### src/rtl/twilight_fade_sequencer.sv
// twilight_fade_sequencer: frame-strobe driven RISE/HOLD_HI/FALL/HOLD_LO fade
// generator with prescaled saturating ramps and phase/step/cycle status.
// Optional feature macro: TWILIGHT_PAUSE_EN adds a pause input that freezes
// the sequencer while asserted.
module twilight_fade_sequencer #(
  parameter int unsigned STEP            = 1,
  parameter int unsigned FRAMES_PER_STEP = 4,
  parameter int unsigned HOLD_HI_FRAMES  = 120,
  parameter int unsigned HOLD_LO_FRAMES  = 120
) (
  input  logic       clk_pix,
  input  logic       rst,
  input  logic       frame,
`ifdef TWILIGHT_PAUSE_EN
  input  logic       pause,
`endif
  output logic [7:0] fade_level,
  output logic       direction,
  output logic [1:0] phase,
  output logic       step_pulse,
  output logic       cycle_done
);

  localparam int unsigned CNT_W = 16;
  localparam int unsigned LVL_W = 8;

  typedef enum logic [1:0] {
    PH_RISE    = 2'd0,
    PH_HOLD_HI = 2'd1,
    PH_FALL    = 2'd2,
    PH_HOLD_LO = 2'd3
  } phase_e;

  phase_e             phase_q, phase_d;
  logic [LVL_W-1:0]   level_q, level_d;
  logic               dir_q, dir_d;
  logic [CNT_W-1:0]   presc_q, presc_d;
  logic [CNT_W-1:0]   hold_q, hold_d;
  logic               step_q, step_d;
  logic               done_q, done_d;

  logic               adv_c;
  logic [LVL_W:0]     sum_c;
  logic signed [9:0]  diff_c;

  // A frame only advances the sequencer when not frozen.
`ifdef TWILIGHT_PAUSE_EN
  assign adv_c = frame & ~pause;
`else
  assign adv_c = frame;
`endif

  // Ramp arithmetic: widened so saturation can be detected before truncation.
  assign sum_c  = {1'b0, level_q} + (LVL_W+1)'(STEP);
  assign diff_c = $signed({2'b00, level_q}) - $signed(10'(STEP));

  // Next-state and output decode.
  always_comb begin
    phase_d = phase_q;
    level_d = level_q;
    dir_d   = dir_q;
    presc_d = presc_q;
    hold_d  = hold_q;
    step_d  = 1'b0;
    done_d  = 1'b0;
    if (adv_c) begin
      unique case (phase_q)
        PH_RISE: begin
          if (presc_q == CNT_W'(FRAMES_PER_STEP - 1)) begin
            presc_d = '0;
            step_d  = 1'b1;
            if (sum_c >= (LVL_W+1)'(255)) begin
              level_d = 8'd255;
              phase_d = PH_HOLD_HI;
              hold_d  = '0;
            end else begin
              level_d = sum_c[LVL_W-1:0];
            end
          end else begin
            presc_d = presc_q + CNT_W'(1);
          end
        end
        PH_HOLD_HI: begin
          if (hold_q == CNT_W'(HOLD_HI_FRAMES - 1)) begin
            phase_d = PH_FALL;
            dir_d   = 1'b0;
            presc_d = '0;
          end else begin
            hold_d = hold_q + CNT_W'(1);
          end
        end
        PH_FALL: begin
          if (presc_q == CNT_W'(FRAMES_PER_STEP - 1)) begin
            presc_d = '0;
            step_d  = 1'b1;
            if (diff_c <= 10'sd0) begin
              level_d = '0;
              phase_d = PH_HOLD_LO;
              hold_d  = '0;
            end else begin
              level_d = diff_c[LVL_W-1:0];
            end
          end else begin
            presc_d = presc_q + CNT_W'(1);
          end
        end
        PH_HOLD_LO: begin
          if (hold_q == CNT_W'(HOLD_LO_FRAMES - 1)) begin
            phase_d = PH_RISE;
            dir_d   = 1'b1;
            presc_d = '0;
            done_d  = 1'b1;
          end else begin
            hold_d = hold_q + CNT_W'(1);
          end
        end
        default: phase_d = PH_RISE;
      endcase
    end
  end

  // State registers with synchronous reset taking priority over frame/pause.
  always_ff @(posedge clk_pix) begin
    if (rst) begin
      phase_q <= PH_RISE;
      level_q <= '0;
      dir_q   <= 1'b1;
      presc_q <= '0;
      hold_q  <= '0;
      step_q  <= 1'b0;
      done_q  <= 1'b0;
    end else begin
      phase_q <= phase_d;
      level_q <= level_d;
      dir_q   <= dir_d;
      presc_q <= presc_d;
      hold_q  <= hold_d;
      step_q  <= step_d;
      done_q  <= done_d;
    end
  end

  assign fade_level = level_q;
  assign direction  = dir_q;
  assign phase      = phase_q;
  assign step_pulse = step_q;
  assign cycle_done = done_q;

endmodule

### config.mk
export PLATFORM = sky130hd
export DESIGN_NAME = twilight_fade_sequencer
export DESIGN_NICKNAME = d
export VERILOG_FILES = /design/src/rtl/twilight_fade_sequencer.sv
export SDC_FILE = /design/constraint.sdc
export NUM_CORES = 1
export LEC_CHECK = 0
export CAP_MARGIN = 20
export CELL_PAD_IN_SITES_DETAIL_PLACEMENT = 1
export CELL_PAD_IN_SITES_GLOBAL_PLACEMENT = 2
export CORE_MARGIN = 1
export CORE_UTILIZATION = 33
export CTS_CLUSTER_DIAMETER = 100
export DETAILED_ROUTE_END_ITERATION = 12
export PLACE_DENSITY_LB_ADDON = 0.1
export SYNTH_ARGS = -nofsm -noshare
export SYNTH_HDL_FRONTEND = slang
export SYNTH_SLANG_ARGS = --single-unit
export TNS_END_PERCENT = 30
### constraint.sdc
create_clock -name clk_pix -period 2.2 [get_ports clk_pix]
set_input_delay 0.33 -clock clk_pix [delete_from_list [all_inputs] [get_ports clk_pix]]
set_output_delay 0.33 -clock clk_pix [all_outputs]
set_load 0.1 [all_outputs]
==> flow_summary_export.csv <==
group,metric,value,unit
status,status,"finished clean",
clock_network,numCtsBuffers,5,
synth,synth.distinct_cells,67,
floorplan,die_x,96.8,um
worst_setup_path,worstPathMaxFanout,7,
clock_network,root_buffer,"clkbuf_8",
routing,routedWlPerCell,17.5,um
sta,finClkSkew,0.00924,ns
synth,synth_compound_area_share,24.1,%
routing,dr_wl_met3,157,um
routing,drt_iter0_markers,154,
layout,final_common_cell,"buf_4",
layout,final_cell_mix,"96 x buf_4, 36 x nand2_1, 31 x dfxtp_1, 26 x a21oi_1, 24 x nor2_1",
synth,muxShareOfSynthArea,1.39,%
place,finalWeightedCongestion,0.783,
routing,maxUsedRoutingLayer,"met4",
floorplan,initial_core_util,34.0,%
sta,setup_viol,0,
synth,synth_top_family_by_area,"simple AND/OR/NAND/NOR gates",
floorplan,fp.coreArea,8720,um2
routing,met2_length,5.01,mm
synth,synthCells,374,
worst_setup_path,reg2reg_from,"hold_q[12]$_SDFFE_PP0P_",
sta,fin_tns_setup,0,ns
clock_network,clkSinkCount,45,
place,placed_area,3810,um2
synth,yosys.area_share.adder,4.22,%
layout,fill_cells,1062,
synth,synth-edff-count,0,
routing,dr.pass1.iters,4,
layout,num_antenna_cells,0,
synth,syn_nets,387,
synth,ys_seq_elements,45,
worst_setup_path,crit_arrival,2.41,ns
global_routing,grt_pass1_wl,16.6,mm
floorplan,fp.dieArea,9370,um2
global_routing,grt_pass1_vias,3374,
synth,yosysWarnings,0,
routing,antenna_left,0,
worst_setup_path,critPathLaunch,"hold_q[12]$_SDFFE_PP0P_",
pwr,p_leak,1.61,nW
worst_setup_path,endpoint_kind,"register",
floorplan,fp-row-count,34,
routing,drt-met1-wl,4.79,mm
sta,final_hold_viol_count,0,
pwr,ir_worst_vdd,0.243,mV
layout,drive_gt1_share,37.7,%
place,dpl.hpwl,7.74,mm
synth,synthXorXnorAreaFrac,2.95,%
floorplan,die_h,96.8,um
sta,min_period,2.17,ns
global_routing,grt_use_total,21.6,%
clock_network,path_clk_slew,0.10,ns
synth,synthSimpleGateAreaFrac,31.8,%
sta,slew_violations,0,
pwr,power_density,352,nW/um2
layout,stdcell_area,4170,um2
clock_network,hold_buffers,0,
layout,final_nets,476,
sta,hold-worst-slack,0.498,ns
sta,max_freq,0.460,GHz
sta,relSlewSlack,66.8,%
sta,fin_crit_sh,98.7,%
routing,drc,0,
sta,rsz0062_at_grt,"true",
worst_hold_path,min_from,"hold_q[6]$_SDFFE_PP0P_",
flow_run,cap_violations,0,
layout,utilization,47.8,%
global_routing,grt_max_degree,21,
worst_setup_path,crit_required,2.44,ns
routing,via_per_inst,5.60,
synth,ys_seq_area_share,30.4,%
clock_network,cts_tree,"yes",
synth,post_synth.cell_area_avg,7.93,um2
floorplan,io-pin-count,16,
global_routing,antenna_found_initial,0,
routing,wl,10.0,mm
global_routing,grt-ovfl-total,0,
worst_setup_path,crit_type,"register to register",
synth,async_flop_share,0,%
clock_network,cts_buffer_depth,2,
synth,synth_flop_cell,"dfxtp_1",
layout,syn2layout_area_growth,40.8,%
clock_network,clk_latency,0.31,ns
place,portBuffers,15,
clock_network,htreeDepth,2,
worst_hold_path,hold_path.class,"register to register",
worst_setup_path,startpoint_type,"register",
synth,synth_area,2960,um2
routing,route.vias.total,3205,
sta,worst_pin_slew,0.496,ns
==> Yosys cell counts, types with 2 or more instances <==
cell / count / area, um2
nor3_1: 10 / 50.1
o22ai_1: 2 / 12.5
a21bo_2: 3 / 30.0
clkbuf_1: 15 / 56.3
o311ai_0: 2 / 17.5
a211oi_1: 3 / 22.5
nand4bb_1: 2 / 22.5
mux2i_1: 3 / 30.0
buf_2: 7 / 35.0
xnor2_1: 6 / 52.6
a21oi_1: 27 / 135
or2_2: 3 / 18.8
o31ai_1: 6 / 45.0
o31a_1: 2 / 17.5
or3_1: 10 / 62.6
o311ai_1: 7 / 61.3
and3_1: 11 / 68.8
a2111oi_0: 2 / 17.5
o211ai_1: 2 / 15.0
nor2b_1: 3 / 18.8
and2_1: 2 / 12.5
nand4b_1: 3 / 26.3
nand3b_1: 2 / 15.0
nand3_1: 16 / 80.1
o41ai_1: 7 / 61.3
ha_1: 10 / 125
nand4_1: 8 / 50.1
xor2_1: 4 / 35.0
nor4b_1: 3 / 26.3
or4_1: 4 / 30.0
nand2b_1: 3 / 18.8
o21ai_0: 21 / 105
dfxtp_1: 45 / 901
inv_1: 12 / 45.0
and4_1: 2 / 17.5
o21ai_1: 3 / 15.0
nor4_1: 10 / 62.6
nor2_1: 25 / 93.8
o21a_1: 2 / 15.0
nor3b_1: 3 / 22.5
nand2_1: 37 / 139
==> metrics by stage <==
stage | setup slack [ns] | total power [mW] | std cells
global placement | -0.0452 | 0.940 | 560
CTS | -0.00399 | 1.48 | 569
detailed placement | -0.111 | 0.943 | 560
finish | 0.0279 | 1.47 | 572
global route | -0.0378 | 1.52 | 572
floorplan | -0.208 | 0.896 | 374
==> worst paths after layout <==
| kind | endpoint | cells after the start | slack [ns] |
|---|---|---|---|
| setup / recovery | presc_q[8]$_SDFFE_PP0P_ | 7 | 0.03 |
| hold / removal | hold_q[6]$_SDFFE_PP0P_ | 1 | 0.50 |
| setup reg to reg | presc_q[8]$_SDFFE_PP0P_ | 7 | 0.03 |
| hold reg to reg | hold_q[6]$_SDFFE_PP0P_ | 1 | 0.50 |
==> logic make-up after synthesis <==
| group | after synthesis |
|---|---|
| adders and majority gates | 10 |
| xor gates and xnor gates | 10 |
| buffers and inverters | 36 |
| and+or+nand+nor | 166 |
| muxes | 4 |
| AOI/OAI and AO/OA | 103 |
| DFF | 45 |
==> sequential cells by signal (all words and copies together) (netlist names) <==
signal,flops
cycle_done,1
direction,1
phase,2
presc_q,16
step_pulse,1
fade_level,8
hold_q,16
==> routing by layer <==
metal	vias to the layer above	global-route usage, %
met3	6	2.67
met5	-	0
met2	24	38.2
met4	0	3.90
met1	1587	28.2
li1	1588	-
==> area by class of cell <==
| cell class | count | area, um2 | area share (%) |
|---|---|---|---|
| clock buffer | 5 | 68.8 | 1.65 |
| sequential | 45 | 933 | 22.4 |
| clock inverter | 3 | 17.5 | 0.420 |
| inverter | 13 | 53.8 | 1.29 |
| tap | 108 | 135 | 3.24 |
| multi-input combinational | 293 | 2140 | 51.4 |
| timing repair buffer | 105 | 820 | 19.6 |
==> power by group <==
group	internal, mW	total (mW)	switching, mW
Combinational	0.0493	0.120	0.0710
Clock	0.221	0.531	0.311
Sequential	0.811	0.816	0.00482
Total	1.08	1.47	0.387
==> worst max-delay path: stages (launching register included) <==
cell and delay, ns:
dfxtp_2 0.35, or4_4 0.52, nor4_4 0.26, buf_6 0.18, o21ai_2 0.08, nand2b_4 0.20
or3_1 0.35, a21oi_1 0.15
==> timing repair <==
action | CTS | global route
buffers inserted | 1 | 4
gates resized for setup | 12 | 43
endpoints found under the setup margin | 16 | 34
pin swaps | 2 | 14
Note: power is estimated with default switching activity, not from simulation.
